$ cat src/rtl/alu_result_stage_pkg.sv
// Shared ALU definitions: one-hot op bit positions and the result-stage state encoding.
package alu_pkg;

    localparam int ADD = 0;
    localparam int SUB = 1;
    localparam int NEG = 2;
    localparam int MUL = 3;
    localparam int DIV = 4;
    localparam int AND = 5;
    localparam int OR  = 6;
    localparam int ROR = 7;
    localparam int ROL = 8;
    localparam int SLL = 9;
    localparam int SRA = 10;
    localparam int SRL = 11;
    localparam int NOT = 12;
    localparam int INC = 13;

    typedef enum logic [1:0] {
        IDLE     = 2'd0,
        DRIVE_LO = 2'd1,
        DRIVE_HI = 2'd2
    } res_state_t;

endpackage

$ cat src/rtl/alu_result_stage_if.sv
// Result-stage signal bundle: ALU-side capture handshake, bus-side beat handshake, HI/LO view.
// slave = the result stage itself, master = its surroundings. Flags exist only with ALU_RESULT_FLAGS_EN.
interface alu_result_stage_if #(
    parameter int WIDTH = 32,
    parameter int OPP_W = 16
);
    logic [2*WIDTH-1:0] alu_z;
    logic [OPP_W-1:0]   alu_opp;
    logic               z_valid;
    logic               z_ready;
    logic [WIDTH-1:0]   bus_data;
    logic               bus_valid;
    logic               bus_is_hi;
    logic               bus_ready;
    logic [WIDTH-1:0]   hi_q;
    logic [WIDTH-1:0]   lo_q;
`ifdef ALU_RESULT_FLAGS_EN
    logic               z_zero;
    logic               z_neg;
`endif

    modport slave (
`ifdef ALU_RESULT_FLAGS_EN
        output z_zero, output z_neg,
`endif
        input  alu_z, input alu_opp, input z_valid, output z_ready,
        output bus_data, output bus_valid, output bus_is_hi, input bus_ready,
        output hi_q, output lo_q
    );

    modport master (
`ifdef ALU_RESULT_FLAGS_EN
        input  z_zero, input z_neg,
`endif
        output alu_z, output alu_opp, output z_valid, input z_ready,
        input  bus_data, input bus_valid, input bus_is_hi, output bus_ready,
        input  hi_q, input lo_q
    );

endinterface

$ cat src/rtl/alu_result_stage_hi_lo_regfile.sv
// HI/LO architectural register pair, both words written together on a single enable.
// Latency: written value visible the cycle after the enable edge. No backpressure.
module hi_lo_regfile #(
    parameter int WIDTH = 32
) (
    input  logic             clock,
    input  logic             clear_n,
    input  logic             we,
    input  logic [WIDTH-1:0] hi_d,
    input  logic [WIDTH-1:0] lo_d,
    output logic [WIDTH-1:0] hi_q,
    output logic [WIDTH-1:0] lo_q
);

    always_ff @(posedge clock or negedge clear_n) begin
        if (!clear_n) begin
            hi_q <= '0;
            lo_q <= '0;
        end else if (we) begin
            hi_q <= hi_d;
            lo_q <= lo_d;
        end
    end

endmodule

$ cat src/rtl/alu_result_stage.sv
// Captures 64-bit ALU result and serialises it to the 32-bit bus (LO, then HI for MUL/DIV); ALU_RESULT_FLAGS_EN adds zero/neg flags.
// Latency: first beat valid the cycle after capture. Backpressure: bus_ready low holds the beat; z_ready drops until the last beat leaves.
module alu_result_stage
    import alu_pkg::*;
#(
    parameter int WIDTH = 32,
    parameter int OPP_W = 16
) (
    input  logic               clock,
    input  logic               clear_n,
    alu_result_stage_if.slave  rs
);

    res_state_t          state_q, state_d;
    logic [2*WIDTH-1:0]  z_q;
    logic                wide_q;
    logic [OPP_W-1:0]    opp;
    logic                wide;
    logic                last_beat;
    logic                capture;

    assign opp  = rs.alu_opp;
    assign wide = opp[MUL] | opp[DIV];

    always_ff @(posedge clock or negedge clear_n) begin
        if (!clear_n) begin
            state_q <= IDLE;
        end else begin
            state_q <= state_d;
        end
    end

    always_comb begin
        state_d      = state_q;
        rs.bus_valid = 1'b0;
        rs.bus_data  = '0;
        rs.bus_is_hi = 1'b0;
        last_beat    = 1'b0;

        case (state_q)
            DRIVE_LO: begin
                rs.bus_valid = 1'b1;
                rs.bus_data  = z_q[WIDTH-1:0];
                last_beat    = !wide_q;
            end
            DRIVE_HI: begin
                rs.bus_valid = 1'b1;
                rs.bus_data  = z_q[2*WIDTH-1:WIDTH];
                rs.bus_is_hi = 1'b1;
                last_beat    = 1'b1;
            end
            default: ;
        endcase

        // Ready in the last-beat cycle lets a new result follow with no bubble.
        rs.z_ready = (state_q == IDLE) | (last_beat & rs.bus_ready);
        capture    = rs.z_valid & rs.z_ready;

        case (state_q)
            IDLE: begin
                if (capture) state_d = DRIVE_LO;
            end
            DRIVE_LO: begin
                if (rs.bus_ready) begin
                    if (wide_q)       state_d = DRIVE_HI;
                    else if (capture) state_d = DRIVE_LO;
                    else              state_d = IDLE;
                end
            end
            DRIVE_HI: begin
                if (rs.bus_ready) state_d = capture ? DRIVE_LO : IDLE;
            end
            default: state_d = IDLE;
        endcase
    end

    always_ff @(posedge clock or negedge clear_n) begin
        if (!clear_n) begin
            z_q    <= '0;
            wide_q <= 1'b0;
        end else if (capture) begin
            z_q    <= rs.alu_z;
            wide_q <= wide;
        end
    end

    // DIV packs quotient low / remainder high, so lo_q = quotient, hi_q = remainder.
    hi_lo_regfile #(.WIDTH(WIDTH)) u_hi_lo (
        .clock   (clock),
        .clear_n (clear_n),
        .we      (capture & wide),
        .hi_d    (rs.alu_z[2*WIDTH-1:WIDTH]),
        .lo_d    (rs.alu_z[WIDTH-1:0]),
        .hi_q    (rs.hi_q),
        .lo_q    (rs.lo_q)
    );

`ifdef ALU_RESULT_FLAGS_EN
    logic z_zero_q, z_neg_q;

    always_ff @(posedge clock or negedge clear_n) begin
        if (!clear_n) begin
            z_zero_q <= 1'b0;
            z_neg_q  <= 1'b0;
        end else if (capture) begin
            z_zero_q <= wide ? (rs.alu_z == '0) : (rs.alu_z[WIDTH-1:0] == '0);
            z_neg_q  <= wide ? rs.alu_z[2*WIDTH-1] : rs.alu_z[WIDTH-1];
        end
    end

    assign rs.z_zero = z_zero_q;
    assign rs.z_neg  = z_neg_q;
`endif

endmodule
$ cat src/flat_wrapper.sv
// flat-port wrapper written by rule: the top's interface ports become plain ports
module alu_result_stage_flat import alu_pkg::*;
#(
    parameter int WIDTH = 32,
    parameter int OPP_W = 16
)
  (clock, clear_n, rs_alu_z, rs_alu_opp, rs_z_valid, rs_z_ready, rs_bus_data, rs_bus_valid, rs_bus_is_hi, rs_bus_ready, rs_hi_q, rs_lo_q);
  alu_result_stage_if #(.WIDTH(WIDTH), .OPP_W(OPP_W)) rs_i ();
  input  logic clock;
  input  logic clear_n;
  input wire logic [$bits(rs_i.alu_z)-1:0] rs_alu_z;
  input wire logic [$bits(rs_i.alu_opp)-1:0] rs_alu_opp;
  input wire logic [$bits(rs_i.z_valid)-1:0] rs_z_valid;
  output wire logic [$bits(rs_i.z_ready)-1:0] rs_z_ready;
  output wire logic [$bits(rs_i.bus_data)-1:0] rs_bus_data;
  output wire logic [$bits(rs_i.bus_valid)-1:0] rs_bus_valid;
  output wire logic [$bits(rs_i.bus_is_hi)-1:0] rs_bus_is_hi;
  input wire logic [$bits(rs_i.bus_ready)-1:0] rs_bus_ready;
  output wire logic [$bits(rs_i.hi_q)-1:0] rs_hi_q;
  output wire logic [$bits(rs_i.lo_q)-1:0] rs_lo_q;
  assign rs_i.alu_z = rs_alu_z;
  assign rs_i.alu_opp = rs_alu_opp;
  assign rs_i.z_valid = rs_z_valid;
  assign rs_z_ready = rs_i.z_ready;
  assign rs_bus_data = rs_i.bus_data;
  assign rs_bus_valid = rs_i.bus_valid;
  assign rs_bus_is_hi = rs_i.bus_is_hi;
  assign rs_i.bus_ready = rs_bus_ready;
  assign rs_hi_q = rs_i.hi_q;
  assign rs_lo_q = rs_i.lo_q;
  alu_result_stage #(.WIDTH(WIDTH), .OPP_W(OPP_W)) u_core (.clock(clock), .clear_n(clear_n), .rs(rs_i));
endmodule
$ cat config.mk
export PLATFORM = sky130hd
export DESIGN_NAME = alu_result_stage_flat
export DESIGN_NICKNAME = d
export VERILOG_FILES = /design/src/rtl/alu_result_stage_pkg.sv /design/src/rtl/alu_result_stage_if.sv /design/src/rtl/alu_result_stage_hi_lo_regfile.sv /design/src/rtl/alu_result_stage.sv /design/src/flat_wrapper.sv
export SDC_FILE = /design/constraint.sdc
export NUM_CORES = 1
export LEC_CHECK = 0
export ABC_AREA = 1
export BUFFER_PORTS_ARGS = -buffer_cell sky130_fd_sc_hd__buf_2
export CORE_ASPECT_RATIO = 1.4
export CORE_MARGIN = 2
export CORE_UTILIZATION = 29
export DETAILED_ROUTE_END_ITERATION = 7
export GPL_TIMING_DRIVEN = 1
export HOLD_SLACK_MARGIN = 0.15
export PLACE_DENSITY = 0.52
export SLEW_MARGIN = 15
export SYNTH_ARGS = -nofsm -noshare
export SYNTH_HDL_FRONTEND = slang
export SYNTH_SLANG_ARGS = --single-unit
$ cat constraint.sdc
create_clock -name clock -period 4.85 [get_ports clock]
set_input_delay 0.97 -clock clock [delete_from_list [all_inputs] [get_ports clock]]
set_output_delay 0.97 -clock clock [all_outputs]
set_load 0.01 [all_outputs]
# After elaboration in Yosys (flattened, before gate mapping)
# Index checks and enable logic that the tools add are counted.
[word_totals] inputBits=84 n_memories=0 out_inout_bits=99 wordCells=29 romBits=0 mem_bits_rw=0 latchBits=0 ff_bits=131
[classes] n_bitwise=5 eq_ne=5 shifts=0 order_cmp=0 reduce_logical=4 div_mod_pow=0 multipliers=0 n_mux=10 addsub=0
[ops] operator="$pmux W32 S2" count=1
[ops] operator="$mux W2" count=4
[ops] operator="$pmux W2 S3" count=1
[ops] operator="$ne A2 B2 Y1 const B" count=2
[ops] operator="$and A1 B1 Y1" count=3
[ops] operator="$mux W1" count=3
[ops] operator="$reduce_and A3 Y1" count=1
[ops] operator="$eq A2 B1 Y1 const B" count=1
[ops] operator="$eq A2 B2 Y1 const B" count=1
[ops] operator="$logic_not A2 Y1" count=1
[ops] operator="$ne A2 B1 Y1 const B" count=1
[ops] operator="$or A1 B1 Y1" count=2
[ops] operator="$pmux W1 S2" count=1
[ops] operator="$reduce_or A2 Y1" count=1
[ops] operator="$logic_not A1 Y1" count=1

# Logic depth before layout (Yosys ltp)
[logic_depth] depth_word=9 depth_mapped=12 depth_no_buf=9

# Cells and area by module
# From an unflattened synthesis, not the netlist that was laid out.
[hier_totals] hier_cells=690 hier_area_um2=5685.5
[by_module_without_submodules] module="alu_result_stage" instances=1 area_each_um2=3239.4 cells_per_inst=420 seq_area_each_um2=1676.6
[by_module_without_submodules] module="hi_lo_regfile" instances=1 area_each_um2=2446.1 cells_per_inst=270 seq_area_each_um2=1601.5

# Worst setup path after synthesis
# No wires, ideal clock.
[synth_timing] path_type="input-to-output" from="input rs_bus_ready" to="output rs_z_ready" path_stages=6 n_path_buf=2 t_required_ns=3.880 t_arrival_ns=1.519 slack_ns=2.361 cell_sequence="nand2_1 -> inv_1 -> nand2_1 -> nand2_2 -> buf_4 -> buf_2"
[synth_between] elab_chain_len=2
[synth_lines] element="start, declared" line_no="flat_wrapper.sv:18" text="input wire logic [$bits(rs_i.bus_ready)-1:0] rs_bus_ready;"
[synth_lines] element="$and A1 B1 Y1" line_no="alu_result_stage.sv:56" text="rs.z_ready = (state_q == IDLE) | (last_beat & rs.bus_ready);"
[synth_lines] element="$or A1 B1 Y1" line_no="alu_result_stage.sv:56"
[synth_lines] element="end, declared" line_no="flat_wrapper.sv:14" text="output wire logic [$bits(rs_i.z_ready)-1:0] rs_z_ready;"
# No other way between the ends.

# Final worst setup path
[layout_timing] from="register u_core.state_q[0]" to="output rs_bus_data[16]"
[layout_between] elab_chain_len=2 word_cells_on_any_way=3 classes_between="2 x eq/ne; 1 x mux"
[layout_lines] element="start, declared" line_no="alu_result_stage.sv:14" text="res_state_t state_q, state_d;"
[layout_lines] element="start signal, assigned" line_no="alu_result_stage.sv:29" text="state_q <= state_d;"
[layout_lines] element="$eq A2 B2 Y1 / $eq A2 B1 Y1 (equally long branches)" line_no="alu_result_stage.sv:40" text="case (state_q)"
[layout_lines] element="$pmux W32 S2 (*)" line_no="alu_result_stage.sv:40"
[layout_lines] element="end, declared" line_no="flat_wrapper.sv:15" text="output wire logic [$bits(rs_i.bus_data)-1:0] rs_bus_data;"
# Every way passes the cells marked *; elsewhere a longest branch is shown, timed or not.

==> qor.yml <==
clocking:
  cts.sinks: 131
  cts_tree: "done"
  cts_buffers: 17
  clk_latency_ps: 420
  cts_buffer_depth: 2
  clk_root_buffer_cell: "clkbuf_16"
  htreeDepth: 4
  cts-resized-gates: 0
  cts_setup_buffers: 0
  path_clk_slew_ps: 60
  hold_buffers: 0
synthesis:
  yosys.area.top_type: "dfrtp_1"
  syn_inst: 701
  yosysMostFrequentCell: "nand2_1"
  synth_edf_count: 0
  async_flop_share: 1.00
  ys_warn_count: 0
  synthTopCellsByArea: "dfrtp_1 56%, nand2_1 21%, nand4_1 6.8%"
  yosys_register_bits: 131
  syn_area_mm2: 0.00585
  syn-num-nets: 789
  ys_top_cells_by_count: "330 x nand2_1, 131 x dfrtp_1, 66 x nand3_1"
  synthFlopType: "dfrtp_1"
  yosysTopAreaCellShare: 0.560
  yosysSeqAreaShare: 0.560
  synth_cell_type_count: 17
  avgSynthCellArea_um2: 8.35
worst_setup_path:
  arrival_ps: 2390
  end_kind: "output port"
  criticalPathCategory: "reg2out"
  critPathMaxFanout: 32
  slowest_stage: "inv_1"
  crit_family: "buffers and inverters"
  critPathBufInv: 3
  cp_common_cell: "inv_1"
  required_ps: 3880
  cp-start-kind: "flip-flop"
  cpPeakStageDelay_ps: 780
  worstPathCellList: "inv_1, ha_1, inv_1, a21oi_1, buf_2"
floorplan:
  core_mm2: 0.0198
  die_h_um: 172
  die-area_mm2: 0.0213
  rows: 61
  fp.dieW_um: 124
  start_util: 0.295
  ioPinCount: 183
route:
  num_vias: 5146
  ant_nets: 0
  viasPerCell: 4.67
  drt-total-wl_um: 18000
  post_drt_wl_per_cell_um: 16.3
  drc_errors: 0
  first_iter_violations: 329
  drtPass1Iterations: 4
flow_run:
  maxCapViolCount: 0
placement:
  io_buffer_count: 168
  dp_cells: 1070
  pre_cts_slack_ps: 1750
  dp_hpwl_um: 11400
  placed_area_mm2: 0.00677
  gp_congestion: 0.764
timing:
  setup_viol: 0
  max-slew-margin-rel: 0.284
  hold_violations: 0
  fin_crit_ps: 3360
  grt_setup_unrepaired: "false"
  tightest_slew_ps: 1070
  fin_ws_ps: 1490
  fin_setup_tns_ps: 0
  fmax_mhz: 298
  fin_worst_skew_ps: 6.58
  fin_crit_sh: 0.692
  drv_slew: 0
cells_and_area:
  synthToLayoutAreaGrowth_pct: 25.9
  final_cell_area_mm2: 0.00736
  final-instance-count-excl-fill: 1103
  layout-drive-gt1-share: 0.249
  nets: 925
  num-fill-cells: 2111
grt:
  grt_pass1_wl_um: 27800
  grt_pass1_vias: 4874
  antenna_found_initial: 2
  grt-ovfl-total: 0
  grt_max_degree: 106
  grt.total_usage: 0.172
pwr:
  vdd_drop_max_v: 0.000222
  leakage_nw: 3.96
  power_density_mw_per_mm2: 676
min_path:
  min_path_type: "reg2reg"
status:
  outcome: "finished clean"
placed cells by master (no fill, tap or decap), drive strengths merged:
cell      count
a21oi        32
buf         177
bufinv        3
clkbuf       19
clkinv        6
clkinvlp      4
dfrtp       131
diode         1
ha            4
inv           8
nand2       331
nand3        66
nand4        64
o21ai         3
o21bai        1
or2           1
metal layers:
layer  GRT usage  up-vias  share of wire  wire [µm]
met2       0.265      110           0.48       8700
met5           0        -        0.00089         16
li1            -     2574              -          -
met3      0.0336       21          0.032        568
met1       0.238     2439           0.47       8380
met4      0.0689        2          0.018        321
worst register-to-register path, stage by stage (launching register included):
cell and delay [ps]:
dfrtp_1 400, inv_1 90, ha_1 330, nand2_1 70, inv_1 60, nand2_1 80, nand2_4 120, nand3_2 570
buf_4 530, nand2_1 140, nand2_1 60
state kept, by name, summed over array words and instances (netlist names):
| signal | count |
|---|---|
| u_core.state_q | 2 |
| u_core.u_hi_lo.hi_q | 32 |
| u_core.wide_q | 1 |
| u_core.u_hi_lo.lo_q | 32 |
| u_core.z_q | 64 |
path summary, 6_finish.rpt:
kind	startpoint	to	slack [ps]	cells past startpoint
max	u_core.state_q[0]	rs_bus_data[16]	1490	5
min in group asynchronous	clear_n	u_core.u_hi_lo.lo_q[26]	650	1
min reg2reg	u_core.u_hi_lo.hi_q[15]	u_core.u_hi_lo.hi_q[15]	460	2
max reg2reg	u_core.state_q[0]	u_core.u_hi_lo.lo_q[10]	2290	10
min	u_core.u_hi_lo.hi_q[15]	u_core.u_hi_lo.hi_q[15]	460	2
max in group asynchronous	clear_n	u_core.z_q[3]	3150	2
stage by stage:
stage          utilization  power [mW]  hold slack, ps
5_1_grt              0.371        5.39             487
6_report             0.371        4.98             463
3_3_place_gp         0.341        3.69             449
4_1_cts              0.371        5.06             469
2_1_floorplan            -        3.06             442
3_5_place_dp         0.341        3.72             454
kinds of logic after synthesis:
| family | count (synthesis) | synth area share |
|---|---|---|
| fa+ha+maj | 4 | 0.00855 |
| flops | 131 | 0.560 |
| simple gates | 462 | 0.339 |
| compound gates | 36 | 0.0312 |
| buf+inv | 68 | 0.0612 |
cell type report:
class	count	area (µm²)	share of cell area
Multi-Input combinational cell	502	2230	0.302
Clock inverter	13	161	0.0219
Tap cell	252	315	0.0428
Inverter	8	30.0	0.00408
Sequential cell	131	3280	0.445
Antenna cell	1	2.50	0.000340
Clock buffer	19	433	0.0588
Timing Repair Buffer	177	917	0.125
report_power, final:
| part | internal [mW] | leakage [nW] | switching (mW) |
|---|---|---|---|
| clock | 0.807 | 0.279 | 0.500 |
| sequential | 1.61 | 1.62 | 0.273 |
| combinational | 0.595 | 2.06 | 1.19 |
| total | 3.02 | 3.96 | 1.96 |
No activity file was read; power rests on OpenSTA's default activity.
